File: src/rtl/adc_config_scheduler.sv
// Sole driver of the ADC 3-wire serial port and calibration pins: arbitrates init/host
// register writes and calibration requests, shifts 32-bit frames, runs the cal handshake.
module adc_config_scheduler #(
   parameter int unsigned CLK_DIV     = 4,
   parameter int unsigned GAP_CYCLES  = 8,
   parameter int unsigned CAL_PULSE   = 4,
   parameter int unsigned CAL_TIMEOUT = 1024
) (
   input  logic        Clock,
   input  logic        Reset,
   input  logic        Enable,
   input  logic        InitReq,
   input  logic [3:0]  InitAddr,
   input  logic [15:0] InitData,
   output logic        InitAck,
   input  logic        HostReq,
   input  logic [3:0]  HostAddr,
   input  logic [15:0] HostData,
   output logic        HostAck,
   input  logic        CalReq,
   output logic        CalDone,
   output logic        CalTimeout,
   output logic        Busy,
   output logic        OutSclk,
   output logic        OutSdata,
   output logic        OutSelect,
   output logic        OutCal,
   input  logic        InCalRunning
);
   localparam int unsigned TO_W   = $clog2(CAL_TIMEOUT + 1);
   localparam int unsigned PH_MAX = (CLK_DIV > GAP_CYCLES) ?
                                    ((CLK_DIV > CAL_PULSE) ? CLK_DIV : CAL_PULSE) :
                                    ((GAP_CYCLES > CAL_PULSE) ? GAP_CYCLES : CAL_PULSE);
   localparam int unsigned PH_W   = $clog2(PH_MAX + 1);
   localparam int unsigned CNT_W  = (TO_W > PH_W) ? TO_W : PH_W;

   typedef enum logic [2:0] {
      IDLE, LOAD, SHIFT, TAIL, GAP, CAL_PULSE_ST, CAL_WAIT_HI, CAL_WAIT_LO
   } stateT;

   stateT             state, stateNext;
   logic [CNT_W-1:0]  cnt, cntNext;
   logic [5:0]        halfIdx, halfIdxNext, halfInc;
   logic [31:0]       frame, frameNext;
   logic              calSync1, calSync2;
   logic              selectNext, sclkNext, sdataNext, calNext, busyNext;
   logic              initAckNext, hostAckNext, calDoneNext, calTimeoutNext;

   // Next-state and next-output decode; outputs are registered from these
   always_comb begin
      stateNext      = state;
      cntNext        = cnt + 1'b1;
      halfIdxNext    = halfIdx;
      halfInc        = halfIdx + 6'd1;
      frameNext      = frame;
      selectNext     = 1'b1;
      sclkNext       = 1'b0;
      sdataNext      = OutSdata;
      calNext        = 1'b0;
      initAckNext    = 1'b0;
      hostAckNext    = 1'b0;
      calDoneNext    = 1'b0;
      calTimeoutNext = 1'b0;
      case (state)
         IDLE: begin
            cntNext = '0;
            if (Enable) begin
               if (InitReq) begin
                  frameNext   = {12'h001, InitAddr, InitData};
                  initAckNext = 1'b1;
                  stateNext   = LOAD;
                  selectNext  = 1'b0;
                  sdataNext   = frameNext[31];
               end else if (CalReq) begin
                  stateNext = CAL_PULSE_ST;
                  calNext   = 1'b1;
               end else if (HostReq) begin
                  frameNext   = {12'h001, HostAddr, HostData};
                  hostAckNext = 1'b1;
                  stateNext   = LOAD;
                  selectNext  = 1'b0;
                  sdataNext   = frameNext[31];
               end
            end
         end
         LOAD: begin
            selectNext = 1'b0;
            sdataNext  = frame[31];
            if (cnt == CNT_W'(CLK_DIV - 1)) begin
               stateNext   = SHIFT;
               cntNext     = '0;
               halfIdxNext = '0;
            end
         end
         SHIFT: begin
            selectNext = 1'b0;
            sclkNext   = halfIdx[0];
            // Each half-period ends on cnt wrap; data moves only when a low phase starts
            if (cnt == CNT_W'(CLK_DIV - 1)) begin
               cntNext = '0;
               if (halfIdx == 6'd63) begin
                  stateNext = TAIL;
                  sclkNext  = 1'b0;
               end else begin
                  halfIdxNext = halfInc;
                  sclkNext    = halfInc[0];
                  if (!halfInc[0])
                     sdataNext = frame[5'd31 - halfInc[5:1]];
               end
            end
         end
         TAIL: begin
            selectNext = 1'b0;
            if (cnt == CNT_W'(CLK_DIV - 1)) begin
               stateNext  = GAP;
               selectNext = 1'b1;
               cntNext    = '0;
            end
         end
         GAP: begin
            if (cnt == CNT_W'(GAP_CYCLES - 1)) begin
               stateNext = IDLE;
               cntNext   = '0;
            end
         end
         CAL_PULSE_ST: begin
            calNext = 1'b1;
            if (cnt == CNT_W'(CAL_PULSE - 1)) begin
               stateNext = CAL_WAIT_HI;
               calNext   = 1'b0;
               cntNext   = '0;
            end
         end
         CAL_WAIT_HI: begin
            if (calSync2) begin
               stateNext = CAL_WAIT_LO;
               cntNext   = '0;
            end else if (cnt == CNT_W'(CAL_TIMEOUT - 1)) begin
               stateNext      = IDLE;
               calTimeoutNext = 1'b1;
            end
         end
         CAL_WAIT_LO: begin
            if (!calSync2) begin
               stateNext   = IDLE;
               calDoneNext = 1'b1;
            end else if (cnt == CNT_W'(CAL_TIMEOUT - 1)) begin
               stateNext      = IDLE;
               calTimeoutNext = 1'b1;
            end
         end
         default: stateNext = IDLE;
      endcase
      busyNext = (stateNext != IDLE);
   end

   always_ff @(posedge Clock or posedge Reset) begin
      if (Reset) begin
         state      <= IDLE;
         cnt        <= '0;
         halfIdx    <= '0;
         frame      <= '0;
         calSync1   <= 1'b0;
         calSync2   <= 1'b0;
         OutSelect  <= 1'b1;
         OutSclk    <= 1'b0;
         OutSdata   <= 1'b0;
         OutCal     <= 1'b0;
         InitAck    <= 1'b0;
         HostAck    <= 1'b0;
         CalDone    <= 1'b0;
         CalTimeout <= 1'b0;
         Busy       <= 1'b0;
      end else begin
         state      <= stateNext;
         cnt        <= cntNext;
         halfIdx    <= halfIdxNext;
         frame      <= frameNext;
         calSync1   <= InCalRunning;
         calSync2   <= calSync1;
         OutSelect  <= selectNext;
         OutSclk    <= sclkNext;
         OutSdata   <= sdataNext;
         OutCal     <= calNext;
         InitAck    <= initAckNext;
         HostAck    <= hostAckNext;
         CalDone    <= calDoneNext;
         CalTimeout <= calTimeoutNext;
         Busy       <= busyNext;
      end
   end
endmodule

File: config.mk
export PLATFORM = sky130hd
export DESIGN_NAME = adc_config_scheduler
export DESIGN_NICKNAME = d
export VERILOG_FILES = /design/src/rtl/adc_config_scheduler.sv
export SDC_FILE = /design/constraint.sdc
export NUM_CORES = 1
export LEC_CHECK = 0
export BUFFER_PORTS_ARGS = -buffer_cell sky130_fd_sc_hd__clkbuf_2
export CORE_MARGIN = 3
export CORE_UTILIZATION = 59
export DETAILED_ROUTE_END_ITERATION = 7
export PLACE_DENSITY = 0.85
export SYNTH_ARGS = -nofsm -noshare
export SYNTH_HDL_FRONTEND = slang
export SYNTH_SLANG_ARGS = --single-unit
File: constraint.sdc
create_clock -name Clock -period 7.42 [get_ports Clock]
set_input_delay 0.742 -clock Clock [delete_from_list [all_inputs] [get_ports Clock]]
set_output_delay 0.742 -clock Clock [all_outputs]
set_load 0.05 [all_outputs]
==> results of run 1 <==
==> sequential cells by signal (all words and copies together) (netlist names) <==
register    count
cnt            11
OutSclk         1
OutSdata        1
CalDone         1
CalTimeout      1
frame          21
calSync1        1
calSync2        1
halfIdx         6
HostAck         1
InitAck         1
OutCal          1
OutSelect       1
Busy            1
state           3
==> Yosys cell counts, drive strengths merged (3+ instances only) <==
library cell and instances:
a21oi 6, nand3 7, nor2 25, nand4 4
or4 3, o21ai 28, and3 5, clkbuf 12
inv 6, xor2 8, buf 3, nand2b 5
nor4 3, dfrtp 51, mux4 5, mux2i 26
xnor2 6, nand2 38, nor3 6
==> through the flow <==
stage	util, %	instances	worst slack, ps	cell area, um^2	total power, mW
6_report	70.5	373	4660	3110	0.999
5_1_grt	70.5	373	4480	3110	1.08
4_1_cts	70.5	373	4670	3110	1.01
3_5_place_dp	68.1	365	4670	3010	0.811
3_3_place_gp	68.1	365	4730	3010	0.795
2_1_floorplan	-	272	4970	2720	0.729
==> critical path, cell delays in order, from the launching register on <==
cell	delay [ps]
dfrtp_1	390
ha_1	240
or4b_4	520
or4_1	560
a21oi_1	190
a211oi_1	70
nor2_1	550
nor2_1	110
==> kinds of logic (layout without fill, tap and decap cells) <==
group | after synthesis | after routing | share of synthesized area, %
flops | 52 | 52 | 47.9
mux | 32 | 32 | 14.1
simple gates | 106 | 106 | 20.1
fa+ha+maj | 2 | 2 | 0.921
xor+xnor | 14 | 14 | 4.51
buf+inv | 21 | 70 | 3.04
compound gates | 45 | 45 | 9.39
==> power groups by stage <==
stage               combinational [mW]  sequential, mW  clock, mW
CTS                              0.367           0.444      0.195
global placement                 0.351           0.445          0
detailed placement               0.361           0.450          0
finish                           0.364           0.445      0.190
floorplan                        0.284           0.444          0
global route                     0.411           0.459      0.205
==> metal layers <==
| metal | vias up | GRT usage (%) | share of wire, % |
|---|---|---|---|
| met2 | 67 | 36.2 | 50 |
| met1 | 996 | 25.8 | 43 |
| met4 | 0 | 7.44 | 1.6 |
| li1 | 1053 | - | - |
| met5 | - | 0 | 0 |
| met3 | 8 | 5.20 | 5.4 |
==> layout make-up <==
class	instances	area, um^2
clock buffer	6	72.6
tap	52	65.1
multi-input combinational	199	1330
timing repair buffer	56	283
fill	339	1300
clock inverter	2	35.0
sequential	52	1300
inverter	6	22.5
==> worst paths after layout <==
kind                           from          to  slack [ps]  cells after the start
setup / recovery             cnt[0]      cnt[4]        4660                      7
hold / removal             calSync1    calSync2         360                      0
setup reg to reg             cnt[0]      cnt[4]        4660                      7
hold reg to reg            calSync1    calSync2         360                      0
max in group asynchronous     Reset  CalTimeout        6110                      2
min in group asynchronous     Reset   frame[19]         670                      2
==> impl_metrics.py, run 1 <==
metrics = {
    "sta": {
        "finalClockSkew_ps": 3.74,
        "relSlewSlack_pct": 30.1,
        "min_period_ps": 2760,
        "setup-violations-final": 0,
        "tightestPinTransition_ps": 1050,
        "maxSlewViolCount": 0,
        "tns_ps": 0,
        "rsz0062_at_grt": "false",
        "hold_ws_ps": 357,
        "fmax_mhz": 362,
        "finalCritPeriodShare_pct": 37.3,
        "final_hold_viol_count": 0,
    },
    "setup_path": {
        "crit_required_ps": 7590,
        "start_kind": "register",
        "crit_path_end_kind": "register",
        "path_max_fanout": 11,
        "crit_arrival_ps": 2930,
        "critPathKind": "register to register",
    },
    "final_layout": {
        "layout_common_cells": "55 x clkbuf_2, 51 x dfrtp_1, 38 x nand2_1",
        "syn2layout_area_growth_pct": 14.5,
        "final_common_cell": "clkbuf_2",
        "final_nets": 369,
        "antenna_cells": 0,
        "drive_above_1_share_pct": 23.1,
    },
    "global_routing": {
        "grt_overflow_total": 0,
        "grt_pass1_vias": 2119,
        "track_usage_pct": 21.2,
        "grt_pass1_wl_mm": 8.97,
        "antenna_found_initial": 0,
        "grt_max_degree": 53,
    },
    "cts": {
        "clkTransAtPathRegs_ps": 90,
        "clockBufferDepth": 2,
        "post_cts_resized": 0,
        "worstSkewPairLatency_ps": 310,
        "hold_buffers": 0,
        "cts.sink_count": 52,
        "cts_root_buf": "clkbuf_8",
        "cts_setup_buffers": 0,
        "tritoncts": "done",
        "cts-buffers-inserted": 5,
        "htreeDepth": 2,
    },
    "pwr": {
        "netSwitchingFraction_pct": 37.0,
        "power_per_cell_area_nw_per_um2": 321,
        "combinationalPowerShare_pct": 36.4,
        "peakVddDrop_v": 0.000164,
        "pwr-share-clk_pct": 19.1,
        "internal_power_uw": 629,
        "seqPwrFrac_pct": 44.5,
        "p_leak_nw": 1.54,
        "switchingPower_uw": 370,
    },
    "yosys": {
        "ys_types": 40,
        "yosysSeqAreaShare_pct": 47.9,
        "synth_edf_count": 0,
        "synthesis.area_um2": 2720,
        "netlist.area_leader.share_pct": 47.0,
        "synth_ff_type": "dfrtp_1",
        "synth_top_cell_by_area": "dfrtp_1",
        "synthTopCellsByArea": "dfrtp_1 47%, mux2i_1 9.6%, nand2_1 5.2%",
        "synth-async-reset-ratio_pct": 100,
        "syn_area_per_cell_um2": 9.99,
        "syn_inst": 272,
        "synth_warnings": 0,
        "syn-num-nets": 321,
        "yosys_register_bits": 52,
    },
    "floorplan": {
        "rows": 24,
        "die_area_um2": 5460,
        "start_util_pct": 61.6,
        "io_pins": 56,
        "die_h_um": 73.9,
        "chipWidth_um": 73.9,
        "core_um2": 4410,
    },
    "run": {
        "maxCapViolCount": 0,
    },
    "placement": {
        "dp_hpwl_mm": 3.71,
        "gp_congestion": 0.800,
        "io_buffers": 55,
    },
    "drt": {
        "first_iter_violations": 139,
        "wl_per_cell_um": 13.8,
        "wirelength_mm": 5.13,
        "vias_per_cell": 5.69,
        "drcViolationCount": 0,
        "drtPass1Iterations": 4,
        "vias": 2124,
        "ant_nets": 0,
    },
    "run_status": {
        "status": "complete, no violations",
    },
    "worst_hold_path": {
        "min_path_type": "register to register",
    },
}
Power figures use the tool's default switching activity.
==> run 2, diff against run 1 <==
--- a/config.mk
+++ b/config.mk
@@ -7,9 +7,9 @@
 export LEC_CHECK = 0
 export BUFFER_PORTS_ARGS = -buffer_cell sky130_fd_sc_hd__clkbuf_2
 export CORE_MARGIN = 3
-export CORE_UTILIZATION = 59
+export CORE_UTILIZATION = 55
 export DETAILED_ROUTE_END_ITERATION = 7
-export PLACE_DENSITY = 0.85
+export PLACE_DENSITY = 0.8
 export SYNTH_ARGS = -nofsm -noshare
 export SYNTH_HDL_FRONTEND = slang
 export SYNTH_SLANG_ARGS = --single-unit
==> constraint.sdc (replaced) <==
create_clock -name Clock -period 2.6 [get_ports Clock]
set_input_delay 0.26 -clock Clock [delete_from_list [all_inputs] [get_ports Clock]]
set_output_delay 0.26 -clock Clock [all_outputs]
set_load 0.05 [all_outputs]
==> run 2 against run 1 <==
  * Clock power grew to 3.1 times the previous value
  * Sequential cell count is the same
  * Final area grew 3.0%
  * Clock-buffer cell count grew 1
  * Critical path type unchanged
==> impl_metrics.py, run 2 (synthesis results as in run 1) <==
metrics = {
    "floorplan": {
        "core_um2": 4560,
        "io_pins": 56,
        "die_area_um2": 5820,
        "rows": 24,
        "chipWidth_um": 76.3,
        "start_util_pct": 59.5,
        "die_h_um": 76.3,
    },
    "cts": {
        "tritoncts": "done",
        "clockBufferDepth": 2,
        "cts.sink_count": 52,
        "clkTransAtPathRegs_ps": 90,
        "worstSkewPairLatency_ps": 300,
        "cts-buffers-inserted": 5,
        "cts_root_buf": "clkbuf_8",
        "htreeDepth": 2,
    },
    "placement": {
        "dp_hpwl_mm": 3.84,
        "io_buffers": 55,
        "gp_congestion": 0.847,
        "dp_slack_ps": 42.9,
    },
    "sta": {
        "fin_ws_ps": 138,
        "fmax_mhz": 406,
        "min_period_ps": 2460,
        "final_hold_viol_count": 0,
        "finalCritPeriodShare_pct": 94.7,
        "maxSlewViolCount": 0,
        "setup-violations-final": 0,
        "tns_ps": 0,
        "tightestPinTransition_ps": 477,
        "rsz0062_at_grt": "false",
        "finalClockSkew_ps": 10.0,
        "relSlewSlack_pct": 68.2,
    },
    "worst_hold_path": {
        "whs_path_depth": 1,
        "worstHoldEndpoint": "calSync1",
        "worstHoldStart": "InCalRunning",
        "min_path_type": "primary input to register",
    },
    "final_layout": {
        "final_common_cell": "clkbuf_2",
        "top_register": "frame",
        "largest_register_ffs": 21,
        "fillers": 359,
        "syn2layout_area_growth_pct": 18.0,
        "layout_common_cells": "55 x clkbuf_2, 51 x dfrtp_1, 38 x nand2_1",
        "drive_above_1_share_pct": 25.0,
        "reg.largest.list": "frame (21), cnt (11), halfIdx (6)",
        "final_nets": 376,
        "antenna_cells": 0,
    },
    "pwr": {
        "combinationalPowerShare_pct": 36.1,
        "internal_power_mw": 1.88,
        "seqPwrFrac_pct": 43.6,
        "switchingPower_mw": 1.04,
        "p_leak_nw": 1.58,
        "netSwitchingFraction_pct": 35.7,
        "peakVddDrop_v": 0.000467,
        "pwr-share-clk_pct": 20.3,
        "power_per_cell_area_nw_per_um2": 909,
    },
    "setup_path": {
        "r2r_start": "cnt[8]",
        "reg2reg_depth": 6,
        "r2r_slack_ps": 140,
        "critPathKind": "register to register",
        "crit_path_end_kind": "register",
        "cp-startpoint": "cnt[8]",
        "start_kind": "register",
        "path_max_fanout": 4,
        "crit_required_ps": 2780,
        "crit_arrival_ps": 2640,
        "rr_endpoint": "Busy",
    },
    "drt": {
        "first_iter_violations": 122,
        "drtPass1Iterations": 4,
        "vias": 2107,
        "vias_per_cell": 5.36,
        "wl_per_cell_um": 12.9,
        "ant_nets": 0,
        "wirelength_mm": 5.07,
        "drcViolationCount": 0,
    },
    "global_routing": {
        "track_usage_pct": 19.0,
        "antenna_found_initial": 0,
        "grt_overflow_total": 0,
        "grt_pass1_wl_mm": 9.18,
        "grt_pass1_vias": 2125,
        "grt_max_degree": 42,
    },
    "run": {
        "maxCapViolCount": 0,
    },
    "run_status": {
        "status": "complete, no violations",
    },
}
## run 2: area by class of cell
class	count	area (um^2)	area share (%)
Clock buffer	7	96.3	3.00
Clock inverter	1	30.0	0.936
Inverter	6	22.5	0.702
Multi-Input combinational cell	199	1340	41.7
Sequential cell	52	1300	40.6
Tap cell	65	81.3	2.54
Timing Repair Buffer	63	338	10.5
## run 2: per-stage QoR
| stage | power (mW) | std cells | util (%) | instance area [um^2] | hold slack [ps] |
|---|---|---|---|---|---|
| 6_report | 2.92 | 393 | 70.3 | 3210 | 65.8 |
| 5_1_grt | 3.15 | 393 | 70.3 | 3210 | 45.5 |
| 4_1_cts | 2.93 | 391 | 69.8 | 3190 | 60.5 |
| 3_5_place_dp | 2.34 | 382 | 66.9 | 3050 | 211 |
| 3_3_place_gp | 2.31 | 382 | 66.9 | 3050 | 202 |
| 2_1_floorplan | 2.08 | 272 | - | 2720 | 291 |
## run 2: critical path, cell delays in order (launching register included)
cell,delay [ps]
dfrtp_1,420
or4_4,570
nor4_4,270
mux2_1,360
a221oi_1,300
a21oi_1,90
or3_1,350
## run 2: repair_timing
action                                  in CTS  in global routing
hold buffers                                 1                  0
resized for setup                            0                  1
endpoints found under the setup margin       0                  1
endpoints found under the hold margin       13                  0
setup buffers                                0                  2
## run 2: how the worst max path moves through the flow
| stage | end | depth (start not counted) |
|---|---|---|
| 6_report | Busy | 6 |
| 5_1_grt | Busy | 7 |
| 4_1_cts | Busy | 7 |
| 3_5_place_dp | Busy | 7 |
| 3_3_place_gp | Busy | 7 |
| 2_1_floorplan | Busy | 7 |
## run 2: power groups by stage
stage	clock, mW	sequential, mW	combinational [mW]
5_1_grt	0.634	1.32	1.20
3_3_place_gp	0	1.27	1.03
3_5_place_dp	0	1.29	1.05
2_1_floorplan	0	1.27	0.811
6_report	0.593	1.27	1.05
4_1_cts	0.602	1.27	1.06
## run 2: layer usage
metal | part of all wire (%) | global-route usage, % | wire length (um)
met5 | 0 | 0 | 0
met1 | 44 | 23.8 | 2230
met2 | 50 | 32.7 | 2530
met4 | 1.7 | 6.88 | 85
met3 | 4.4 | 3.43 | 225
==> run 3, diff against run 2 <==
--- a/config.mk
+++ b/config.mk
@@ -7,9 +7,9 @@
 export LEC_CHECK = 0
 export BUFFER_PORTS_ARGS = -buffer_cell sky130_fd_sc_hd__clkbuf_2
 export CORE_MARGIN = 3
-export CORE_UTILIZATION = 55
+export CORE_UTILIZATION = 49
 export DETAILED_ROUTE_END_ITERATION = 7
-export PLACE_DENSITY = 0.8
+export PLACE_DENSITY = 0.75
 export SYNTH_ARGS = -nofsm -noshare
 export SYNTH_HDL_FRONTEND = slang
 export SYNTH_SLANG_ARGS = --single-unit
==> constraint.sdc (replaced) <==
create_clock -name Clock -period 2.1 [get_ports Clock]
set_input_delay 0.21 -clock Clock [delete_from_list [all_inputs] [get_ports Clock]]
set_output_delay 0.21 -clock Clock [all_outputs]
set_load 0.05 [all_outputs]
==> run 3 against run 2 <==
  * The flow now finishes with violations (negative setup slack)
  * First-iteration DRC count down 34%
  * Via count up 7.1%
  * Clock-buffer cell count down 1
==> impl_metrics.py, run 3 (synthesis results as in run 1) <==
metrics = {
    "run_status": {
        "status": "finished, violations left",
        "violations": "negative setup slack",
    },
    "global_routing": {
        "gr-usage-met1_pct": 23.2,
        "grt_pass1_vias": 2297,
        "grt_overflow_total": 0,
        "grt_busiest_layer": "met2",
        "met3_usage_pct": 4.15,
        "antenna_found_initial": 0,
        "track_usage_pct": 19.5,
        "grt_pass1_wl_mm": 9.88,
        "grtUsageMet2_pct": 34.4,
        "grt_max_degree": 42,
    },
    "final_layout": {
        "final_core_util_pct": 66.8,
        "syn2layout_area_growth_pct": 28.7,
        "top_register": "frame",
        "final_common_cell": "clkbuf_2",
        "stdcell_count": 425,
        "final_nets": 403,
        "largest_register_ffs": 21,
        "antenna_cells": 0,
        "layout_common_cells": "55 x clkbuf_2, 51 x dfrtp_1, 37 x nand2_1",
        "drive_above_1_share_pct": 36.6,
        "reg.largest.list": "frame (21), cnt (11), halfIdx (6)",
    },
    "sta": {
        "finalClockSkew_ps": 2.80,
        "relSlewSlack_pct": 73.8,
        "fmax_mhz": 420,
        "tns_ps": -3100,
        "final_hold_viol_count": 0,
        "rsz0062_at_grt": "true",
        "finalCritPeriodShare_pct": 113,
        "min_period_ps": 2380,
        "tightestPinTransition_ps": 391,
        "hold_ws_ps": 13.5,
        "fin_ws_ps": -282,
        "maxSlewViolCount": 0,
        "setup-violations-final": 16,
    },
    "cts": {
        "cts-buffers-inserted": 5,
        "clockBufferDepth": 2,
        "cts.sink_count": 52,
        "clkTransAtPathRegs_ps": 90,
        "worstSkewPairLatency_ps": 300,
        "cts_root_buf": "clkbuf_8",
        "htreeDepth": 2,
        "tritoncts": "done",
    },
    "floorplan": {
        "core_um2": 5240,
        "io_pins": 56,
        "die_h_um": 80.5,
        "rows": 26,
        "start_util_pct": 51.9,
        "chipWidth_um": 80.5,
        "die_area_um2": 6480,
    },
    "setup_path": {
        "start_kind": "register",
        "r2r_slack_ps": -280,
        "path_max_fanout": 6,
        "crit_path_end_kind": "register",
        "cp-startpoint": "cnt[6]",
        "crit_arrival_ps": 2580,
        "critPathKind": "register to register",
        "r2r_start": "cnt[6]",
        "crit_required_ps": 2300,
    },
    "drt": {
        "wirelength_mm": 5.79,
        "first_iter_violations": 80,
        "wl_per_cell_um": 13.6,
        "drtPass1Iterations": 4,
        "vias": 2257,
        "vias_per_cell": 5.31,
        "ant_nets": 0,
        "drcViolationCount": 0,
    },
    "placement": {
        "gp_congestion": 0.887,
        "placedCellCount": 413,
        "io_buffers": 55,
        "dp_hpwl_mm": 4.26,
    },
    "pwr": {
        "peakVddDrop_v": 0.000693,
        "power_per_cell_area_nw_per_um2": 1130,
        "p_total_mw": 3.95,
        "p_leak_nw": 1.73,
    },
    "worst_hold_path": {
        "worstHoldStart": "InCalRunning",
        "min_path_type": "primary input to register",
    },
    "run": {
        "maxCapViolCount": 0,
    },
}
==> run 3: metal layers <==
layer	share of wire (%)	up-vias
li1	-	1113
met1	42	1069
met2	51	65
met3	5.0	10
met4	1.9	0
met5	0	-
==> run 3: stage by stage <==
stage | setup slack (ps) | cell area [um^2]
5_1_grt | -376 | 3500
3_5_place_dp | -250 | 3290
4_1_cts | -263 | 3400
2_1_floorplan | -183 | 2750
6_report | -282 | 3500
3_3_place_gp | -193 | 3290
==> run 3: layout make-up <==
| cell class | instances | area [um^2] |
|---|---|---|
| multi-input combinational | 199 | 1440 |
| sequential | 52 | 1300 |
| fill | 394 | 1740 |
| timing repair buffer | 90 | 552 |
| inverter | 6 | 22.5 |
| clock buffer | 6 | 82.6 |
| tap | 70 | 87.6 |
| clock inverter | 2 | 10.0 |
==> run 3: final timing paths <==
path	endpoint	depth (start not counted)
max in group asynchronous	frame[3]	4
worst min register to register	calSync2	0
min in group asynchronous	frame[18]	3
worst max register to register	cnt[6]	8
worst min-delay path	calSync1	1
worst max-delay path	cnt[6]	8
==> run 3: what timing repair did <==
item	CTS	global route
endpoints found under the setup margin	16	21
hold buffers	1	0
pin swaps	0	15
setup buffers	0	3
cloned	0	1
gates resized for setup	2	24
endpoints found under the hold margin	14	0
==> run 3: critical path, stage by stage, from the launching register on <==
cell	delay, ps
dfrtp_1	400
or4_4	570
buf_4	170
or4_4	430
a21oi_2	180
a211oi_2	60
nor2_2	200
buf_6	200
nor2_1	70
==> run 3: report_power, final <==
part           total [mW]  internal (mW)  switching, mW
sequential           1.50           1.30          0.201
combinational        1.86          0.885          0.980
clock               0.583          0.264          0.320
total                3.95           2.45           1.50
